`config.mk`:
```
export PLATFORM = sky130hd
export DESIGN_NAME = control_in_trace_fifo
export DESIGN_NICKNAME = d
export VERILOG_FILES = /design/src/rtl/control_in_trace_fifo.sv
export SDC_FILE = /design/constraint.sdc
export NUM_CORES = 1
export LEC_CHECK = 0
export ABC_AREA = 1
export CELL_PAD_IN_SITES_DETAIL_PLACEMENT = 1
export CELL_PAD_IN_SITES_GLOBAL_PLACEMENT = 2
export CORE_AREA = 5 5 263 265
export DETAILED_ROUTE_END_ITERATION = 16
export DIE_AREA = 0 0 268 270
export PLACE_DENSITY_LB_ADDON = 0.1
export SKIP_CTS_REPAIR_TIMING = 1
export SYNTH_ARGS = -nofsm -noshare
export SYNTH_HDL_FRONTEND = slang
export SYNTH_SLANG_ARGS = --single-unit
export TNS_END_PERCENT = 30
```
`constraint.sdc`:
```
create_clock -name clock -period 2.6 [get_ports clock]
set_input_delay 0.26 -clock clock [delete_from_list [all_inputs] [get_ports clock]]
set_output_delay 0.26 -clock clock [all_outputs]
set_load 0.03 [all_outputs]
```
`src/rtl/control_in_trace_fifo.sv`:
```
// Trace capture FIFO for completed instruction/data events.
// Qualifying events are filtered by mode, queued in order, and counted when they are dropped.
module control_in_trace_fifo #(
    parameter int unsigned INSTR_W = 16,
    parameter int unsigned FLAG_W  = 3,
    parameter int unsigned DEPTH   = 8,
    parameter int unsigned CNT_W   = 8
) (
    input  logic                                clock,
    input  logic                                reset,
    input  logic                                completed_instr,
    input  logic                                completed_data,
    input  logic [INSTR_W-1:0]                  IR,
    input  logic [INSTR_W-1:0]                  IR_EXEC,
    input  logic [INSTR_W-1:0]                  Imem_dout,
    input  logic [FLAG_W-1:0]                   NZP,
    input  logic [FLAG_W-1:0]                   PSR,
    input  logic [1:0]                          mode,
    input  logic                                clear,
    output logic                                out_valid,
    input  logic                                out_ready,
    output logic [2+3*INSTR_W+2*FLAG_W-1:0]     out_entry,
    output logic [$clog2(DEPTH):0]              level,
    output logic                                overflow,
    output logic [CNT_W-1:0]                    drop_count
);

    localparam int unsigned AW = $clog2(DEPTH);
    localparam int unsigned LW = AW + 1;
    localparam int unsigned EW = 2 + 3*INSTR_W + 2*FLAG_W;

    logic [EW-1:0]   mem [DEPTH];
    logic [AW-1:0]   wr_ptr;
    logic [AW-1:0]   rd_ptr;

    logic            qualify_c;
    logic            push_c;
    logic            pop_c;
    logic            full_c;
    logic            accept_c;
    logic            drop_c;
    logic [LW-1:0]   level_next_c;
    logic [EW-1:0]   entry_in_c;

    // Event filter, push/pop arbitration and next occupancy
    always_comb begin
        qualify_c = 1'b0;
        case (mode)
            2'b00:   qualify_c = completed_instr | completed_data;
            2'b01:   qualify_c = completed_instr;
            2'b10:   qualify_c = completed_data;
            default: qualify_c = completed_instr && (IR_EXEC[INSTR_W-1 -: 4] == 4'b0000);
        endcase

        push_c   = qualify_c && !clear;
        pop_c    = out_valid && out_ready && !clear;
        full_c   = (level == LW'(DEPTH));
        accept_c = push_c && (!full_c || pop_c);
        drop_c   = push_c && full_c && !pop_c;

        entry_in_c = {completed_instr, completed_data, IR_EXEC, IR, Imem_dout, NZP, PSR};

        level_next_c = level;
        case ({accept_c, pop_c})
            2'b10:   level_next_c = level + LW'(1);
            2'b01:   level_next_c = level - LW'(1);
            default: level_next_c = level;
        endcase
    end

    // Head entry is read straight from storage; storage is zeroed on reset
    assign out_entry = mem[rd_ptr];

    always_ff @(posedge clock or negedge reset) begin
        if (!reset) begin
            for (int i = 0; i < int'(DEPTH); i++) begin
                mem[i] <= '0;
            end
            wr_ptr     <= '0;
            rd_ptr     <= '0;
            level      <= '0;
            out_valid  <= 1'b0;
            overflow   <= 1'b0;
            drop_count <= '0;
        end else if (clear) begin
            wr_ptr     <= '0;
            rd_ptr     <= '0;
            level      <= '0;
            out_valid  <= 1'b0;
            overflow   <= 1'b0;
            drop_count <= '0;
        end else begin
            if (accept_c) begin
                mem[wr_ptr] <= entry_in_c;
                wr_ptr      <= wr_ptr + AW'(1);
            end
            if (pop_c) begin
                rd_ptr <= rd_ptr + AW'(1);
            end
            level     <= level_next_c;
            out_valid <= (level_next_c != '0);
            if (drop_c) begin
                overflow <= 1'b1;
                if (drop_count != {CNT_W{1'b1}}) begin
                    drop_count <= drop_count + CNT_W'(1);
                end
            end
        end
    end

endmodule

```
==> impl_metrics.json, run 1 <==
{
  "status": "complete, but fails checks",
  "violations": "setup timing",
  "path_max_fanout": 7,
  "initial_core_util_pct": 34.6,
  "drt_iter0_markers": 1362,
  "seq_area_sq_um": 11700,
  "power_w": 0.0250,
  "r2r_slack_ps": 340,
  "cts_made_buffers": 56,
  "nets": 3201,
  "antenna_found_initial": 1,
  "syn_inst": 3058,
  "gp_congestion": 0.784,
  "path_buf_inv": 6,
  "wl_per_cell_microns": 23.1,
  "die_w_microns": 268,
  "drcViolationCount": 0,
  "max_slew_margin_pct": 50.3,
  "die_area_sq_um": 72400,
  "max_cap_viol_count": 0,
  "synth_edf_count": 0,
  "worst_slew_pin_slew_ps": 746,
  "diodes": 0,
  "ys_types": 30,
  "placed_cell_area_sq_um": 25900,
  "core_area_sq_um": 66600,
  "clkTransAtPathRegs_ps": 60,
  "first_pass_iters": 4,
  "rsz0062_at_grt": "yes",
  "whs_ps": 185,
  "cp-start-kind": "flip-flop",
  "ff2ff_path_depth": 12,
  "cp.arrival_ps": 2400,
  "clk_path_buf_depth": 3,
  "power_density_nw_per_um2": 852,
  "setup_viol": 18,
  "crit_top_cell": "buf_12",
  "drt_wl_total_mm": 93.3,
  "setup_slack_ps": -59.7,
  "port_buffers": 131,
  "finalCritPeriodShare_pct": 102,
  "slowest_delay_ps": 490,
  "period_minus_slack_ps": 2660,
  "tns_ps": -369,
  "fin_area_sq_um": 29400,
  "clockRootBuffer": "clkbuf_16",
  "grt_overflow": 0,
  "synth_area_per_cell_sq_um": 7.53,
  "slew_viol_final": 0,
  "hold_viol": 0,
  "dp_hpwl_mm": 48.2,
  "grt_pass1_vias": 22800,
  "gr-usage-all-layers_pct": 23.7,
  "worstPathCellList": "buf_12, buf_12, clkbuf_16, clkbuf_16, nor2_2, nor2_1, o21ai_0, a31oi_1, buf_4, buf_12",
  "grt_pass1_wl_mm": 136,
  "cp.required_ps": 2340,
  "synthArstFlopShare_pct": 100,
  "vias": 21700,
  "rr_startpoint": "level[3]$_DFF_PN0_",
  "ys_seq_area_share_pct": 50.9,
  "vias_per_cell": 5.36,
  "ys.flop_type": "dfrtp_1",
  "io_pins": 132,
  "max_freq_mhz": 376,
  "cts_sinks": 468,
  "die_y_microns": 270,
  "drive_above_1_share_pct": 14.3,
  "syn_area_sq_um": 23000,
  "synth_warnings": 0,
  "ys_ff_latch": 468,
  "dp_slack_ps": -160,
  "hold_path.class": "primary input to asynchronous set/reset pin",
  "clock_latency_ps": 630,
  "grt_max_degree": 137,
  "rr_endpoint": "out_valid$_DFF_PN0_",
  "critical_path_class": "flip-flop to output port",
  "area_growth_syn_to_layout_pct": 27.5,
  "worst_setup_path_end_kind": "output port",
  "critical-path-slowest-cell": "dfrtp_4",
  "syn-num-nets": 3127,
  "rows": 95,
  "cts_tree": "yes",
  "ir_drop_uv": 499,
  "multi_input_area_sq_um": 10400,
  "ant_nets": 0,
  "path_delay_family": "buffers and inverters",
  "fin_skew_ps": 25.7,
  "fillers": 7879,
  "p_leak_nw": 14.8,
  "htreeDepth": 2
}
==> placed cells by master, fill, tap and decap left out, drive strengths merged <==
master	count
clkbuf	106
bufinv	1
nor2	311
buf	209
dlygate4sd3	1
nor3	2
o21ai	231
o21bai	1
dfrtp	468
clkdlybuf4s50	74
bufbuf	1
nand3	479
xnor2	2
nand4	3
xor2	4
a31oi	56
inv	24
a21oi	57
nand2	1123
clkinv	10
ha	6
fa	1
mux2i	1
==> cell families (layout without fill, tap and decap cells) <==
family / count (synthesis) / count (layout) / synth area share, %
AND/OR/NAND/NOR: 1918 / 1918 / 34.2
flip-flops: 468 / 468 / 50.9
AO/OA/AOI/OAI: 345 / 345 / 7.83
buffers and inverters: 313 / 426 / 6.49
adder cells (fa/ha/maj): 7 / 7 / 0.413
XOR/XNOR: 6 / 6 / 0.228
multiplexers: 1 / 1 / 0.0435
==> Yosys cell counts, types with 2 or more instances <==
master	number	area [sq um]
clkbuf_1	148	556
nand4_1	3	18.8
o21ai_0	180	901
xor2_1	4	35.0
a21oi_1	57	285
dfrtp_1	468	11700
buf_4	41	308
nor2_1	307	1150
buf_2	68	340
xnor2_1	2	17.5
inv_2	4	15.0
o21ai_1	51	255
buf_1	14	52.6
nand2_1	1122	4210
clkbuf_2	10	50.1
a31oi_1	56	350
nor3_1	2	10.0
nand3_2	5	50.1
buf_6	9	101
ha_1	6	75.1
nor2_2	2	12.5
nand3_1	474	2370
inv_1	18	67.6
==> metrics by stage <==
| step | std cells | utilization (%) |
|---|---|---|
| after detailed placement | 3884 | 38.9 |
| after floorplan | 3058 | - |
| final | 4044 | 44.1 |
| after global placement | 3884 | 38.9 |
| after CTS | 3981 | 41.6 |
| after global routing | 4044 | 44.1 |
==> area by class of cell <==
type,instances,share of cell area [%]
clock inverters,9,0.277
inverters,23,0.426
multi-input cells,2277,35.5
flip-flops and latches,468,39.9
well taps,873,3.72
repair inverters,3,0.0980
repair buffers,303,14.4
clock buffers,88,5.70
==> worst max path at each step <==
stage                     startpoint             endpoint  slack, ps  cells after the start
2_1_floorplan    out_valid$_DFF_PN0_  out_valid$_DFF_PN0_        200                     16
3_3_place_gp             IR_EXEC[12]  out_valid$_DFF_PN0_       -110                     14
3_5_place_dp             IR_EXEC[12]  out_valid$_DFF_PN0_       -160                     17
4_1_cts        rd_ptr[0]$_DFFE_PN0P_         out_entry[2]       -340                      6
5_1_grt        rd_ptr[0]$_DFFE_PN0P_        out_entry[55]       -130                      8
6_report       rd_ptr[0]$_DFFE_PN0P_        out_entry[53]        -60                     10
==> routing by layer <==
layer	global-route usage (%)	up-vias	wire (microns)
li1	-	10000	-
met1	33.4	11100	43300
met2	39.7	467	43800
met3	3.05	119	4470
met4	4.28	2	1740
met5	0	-	13
==> worst register-to-register path: cells and delay by family (launching register included) <==
family          cells  cell delay, ps
compound gates      1             160
buf+inv             2             110
mux                 1             210
flops               1             430
simple gates        6             560
fa+ha+maj           2             700
==> registers in the layout, summed over array words and instances (netlist names) <==
signal and flops:
mem 448, drop_count 8, level 4, rd_ptr 3, wr_ptr 3, out_valid 1
overflow 1
==> where the power goes <==
part | switching, W | internal [W]
sequential | 0.000820 | 0.00879
clock | 0.00327 | 0.00447
combinational | 0.00438 | 0.00330
Note: power is estimated with default switching activity, not from simulation.
==> run 2: changes to the inputs <==
Settings changed: CELL_PAD_IN_SITES_DETAIL_PLACEMENT 1 to 0, CELL_PAD_IN_SITES_GLOBAL_PLACEMENT 2 to 1, CORE_AREA 5 5 263 265 to 5 5 246 248, DIE_AREA 0 0 268 270 to 0 0 251 253.
Clock period 2.6 ns to 2.27 ns, I/O delays scaled along.
==> run 2 against run 1 <==
Against the previous run: the run still ends with setup timing left; global-route usage rose by 0.82 points; flip-flop and latch count is the same; combinational power rose by 9.5%; wire length decreased by 12%; utilization is 5.7 points higher; total power increased by 14%; clock power grew 19%; worst setup slack worse by 300 ps; critical path type unchanged; largest power group unchanged.
==> impl_metrics.json, run 2 (same netlist as run 1, synthesis figures left out) <==
{
  "gp_congestion": 0.767,
  "grt_max_degree": 78,
  "ant_nets": 0,
  "hold_viol": 0,
  "dp.cells": 3819,
  "die_area_sq_um": 63500,
  "hold_path.class": "primary input to asynchronous set/reset pin",
  "power_w": 0.0286,
  "gr-usage-all-layers_pct": 24.5,
  "setup_slack_ps": -359,
  "final_common_cell": "nand2_1",
  "drt_iter0_markers": 1617,
  "regMostFlops": "mem",
  "finalCritPeriodShare_pct": 116,
  "max_cap_viol_count": 0,
  "fin_skew_ps": 11.3,
  "diodes": 0,
  "dp_hpwl_mm": 45.4,
  "io_pins": 132,
  "worst_setup_path_end_kind": "output port",
  "drive_above_1_share_pct": 13.7,
  "tns_ps": -13820,
  "grt_pass1_vias": 21000,
  "reg_top3": "mem: 448 flops, drop_count: 8 flops, level: 4 flops",
  "clock_latency_ps": 610,
  "whs_ps": 160,
  "clkTransAtPathRegs_ps": 60,
  "final_cell_mix": "nand2_1 (1118), nand3_1 (470), dfrtp_1 (460), nor2_1 (289), o21ai_0 (148)",
  "cp-start-kind": "flip-flop",
  "core_area_sq_um": 58200,
  "cp.arrival_ps": 2400,
  "drt_wl_total_mm": 82.5,
  "clockRootBuffer": "clkbuf_16",
  "period_minus_slack_ps": 2630,
  "initial_core_util_pct": 39.5,
  "cts_tree": "yes",
  "r2r_slack_ps": 210,
  "largest_reg_flops": 448,
  "violations": "setup timing",
  "status": "complete, but fails checks",
  "first_pass_iters": 6,
  "cp.required_ps": 2040,
  "die_y_microns": 253,
  "worst_slew_pin_slew_ps": 599,
  "die_w_microns": 251,
  "ir_drop_uv": 708,
  "max_freq_mhz": 380,
  "vias_per_cell": 5.39,
  "power_density_nw_per_um2": 985,
  "path_max_fanout": 7,
  "setup_viol": 56,
  "max_slew_margin_pct": 60.0,
  "stdcell_count": 3950,
  "critical_path_class": "flip-flop to output port",
  "grt_pass1_wl_mm": 124,
  "grt_overflow": 0,
  "rsz0062_at_grt": "yes",
  "rows": 89,
  "port_buffers": 131,
  "cts_sinks": 468,
  "drcViolationCount": 0,
  "cts_made_buffers": 55,
  "fin_util_pct": 49.9,
  "area_growth_syn_to_layout_pct": 26.1,
  "antenna_found_initial": 1,
  "htreeDepth": 2,
  "vias": 21300,
  "wl_per_cell_microns": 20.9,
  "p_leak_nw": 14.8,
  "slew_viol_final": 0,
  "clk_path_buf_depth": 3,
  "nets": 3203
}
run 2: final timing paths:
check	from	cells after the start	to
worst max-delay path	rd_ptr[0]$_DFFE_PN0P_	10	out_entry[53]
worst min-delay path	reset	2	mem[296]$_DFFE_PN0P_
worst max register to register	level[2]$_DFF_PN0_	11	out_valid$_DFF_PN0_
worst min register to register	mem[391]$_DFFE_PN0P_	2	mem[391]$_DFFE_PN0P_
max in group asynchronous	reset	3	mem[159]$_DFFE_PN0P_
min in group clock	IR_EXEC[12]	4	mem[218]$_DFFE_PN0P_
run 2: routing by layer:
layer  track usage (%)  up-vias  part of all wire [%]  wire [microns]
met3              3.46      121                   5.8            4770
met2              40.0      635                    47           38700
met1              34.6    10500                    45           37400
li1                  -    10100                     -               -
met4              6.63        2                   2.1            1720
met5                 0        -                 0.015              12
run 2: final cells by class:
type                    instances  area, sq um
clock buffers                  92         1770
clock inverters                 8          115
well taps                     773          967
inverters                      23          104
flip-flops and latches        468        11700
multi-input cells            2277        10300
fillers                      5617        29200
repair buffers                309         4050
run 2: report_power, final:
group	leakage (nW)	internal [W]	total [W]	switching, W
registers	6.27	0.0101	0.0110	0.000903
clock network	0.932	0.00559	0.00921	0.00362
logic	7.62	0.00365	0.00841	0.00477
run 2: through the flow:
| stage | setup WS (ps) | cell area [sq um] |
|---|---|---|
| after floorplan | 6.71 | 23000 |
| after global placement | -261 | 26100 |
| after detailed placement | -397 | 26100 |
| after CTS | -496 | 28000 |
| after global routing | -394 | 29000 |
| final | -359 | 29000 |
run 2: critical path, stage by stage (launching register included):
cell       delay [ps]
dfrtp_4           560
clkinv_8          130
buf_12            120
buf_12            110
clkbuf_16         160
nand2_2            50
nand2_1            70
a21oi_2            50
a31oi_1           200
buf_4             190
buf_12            120
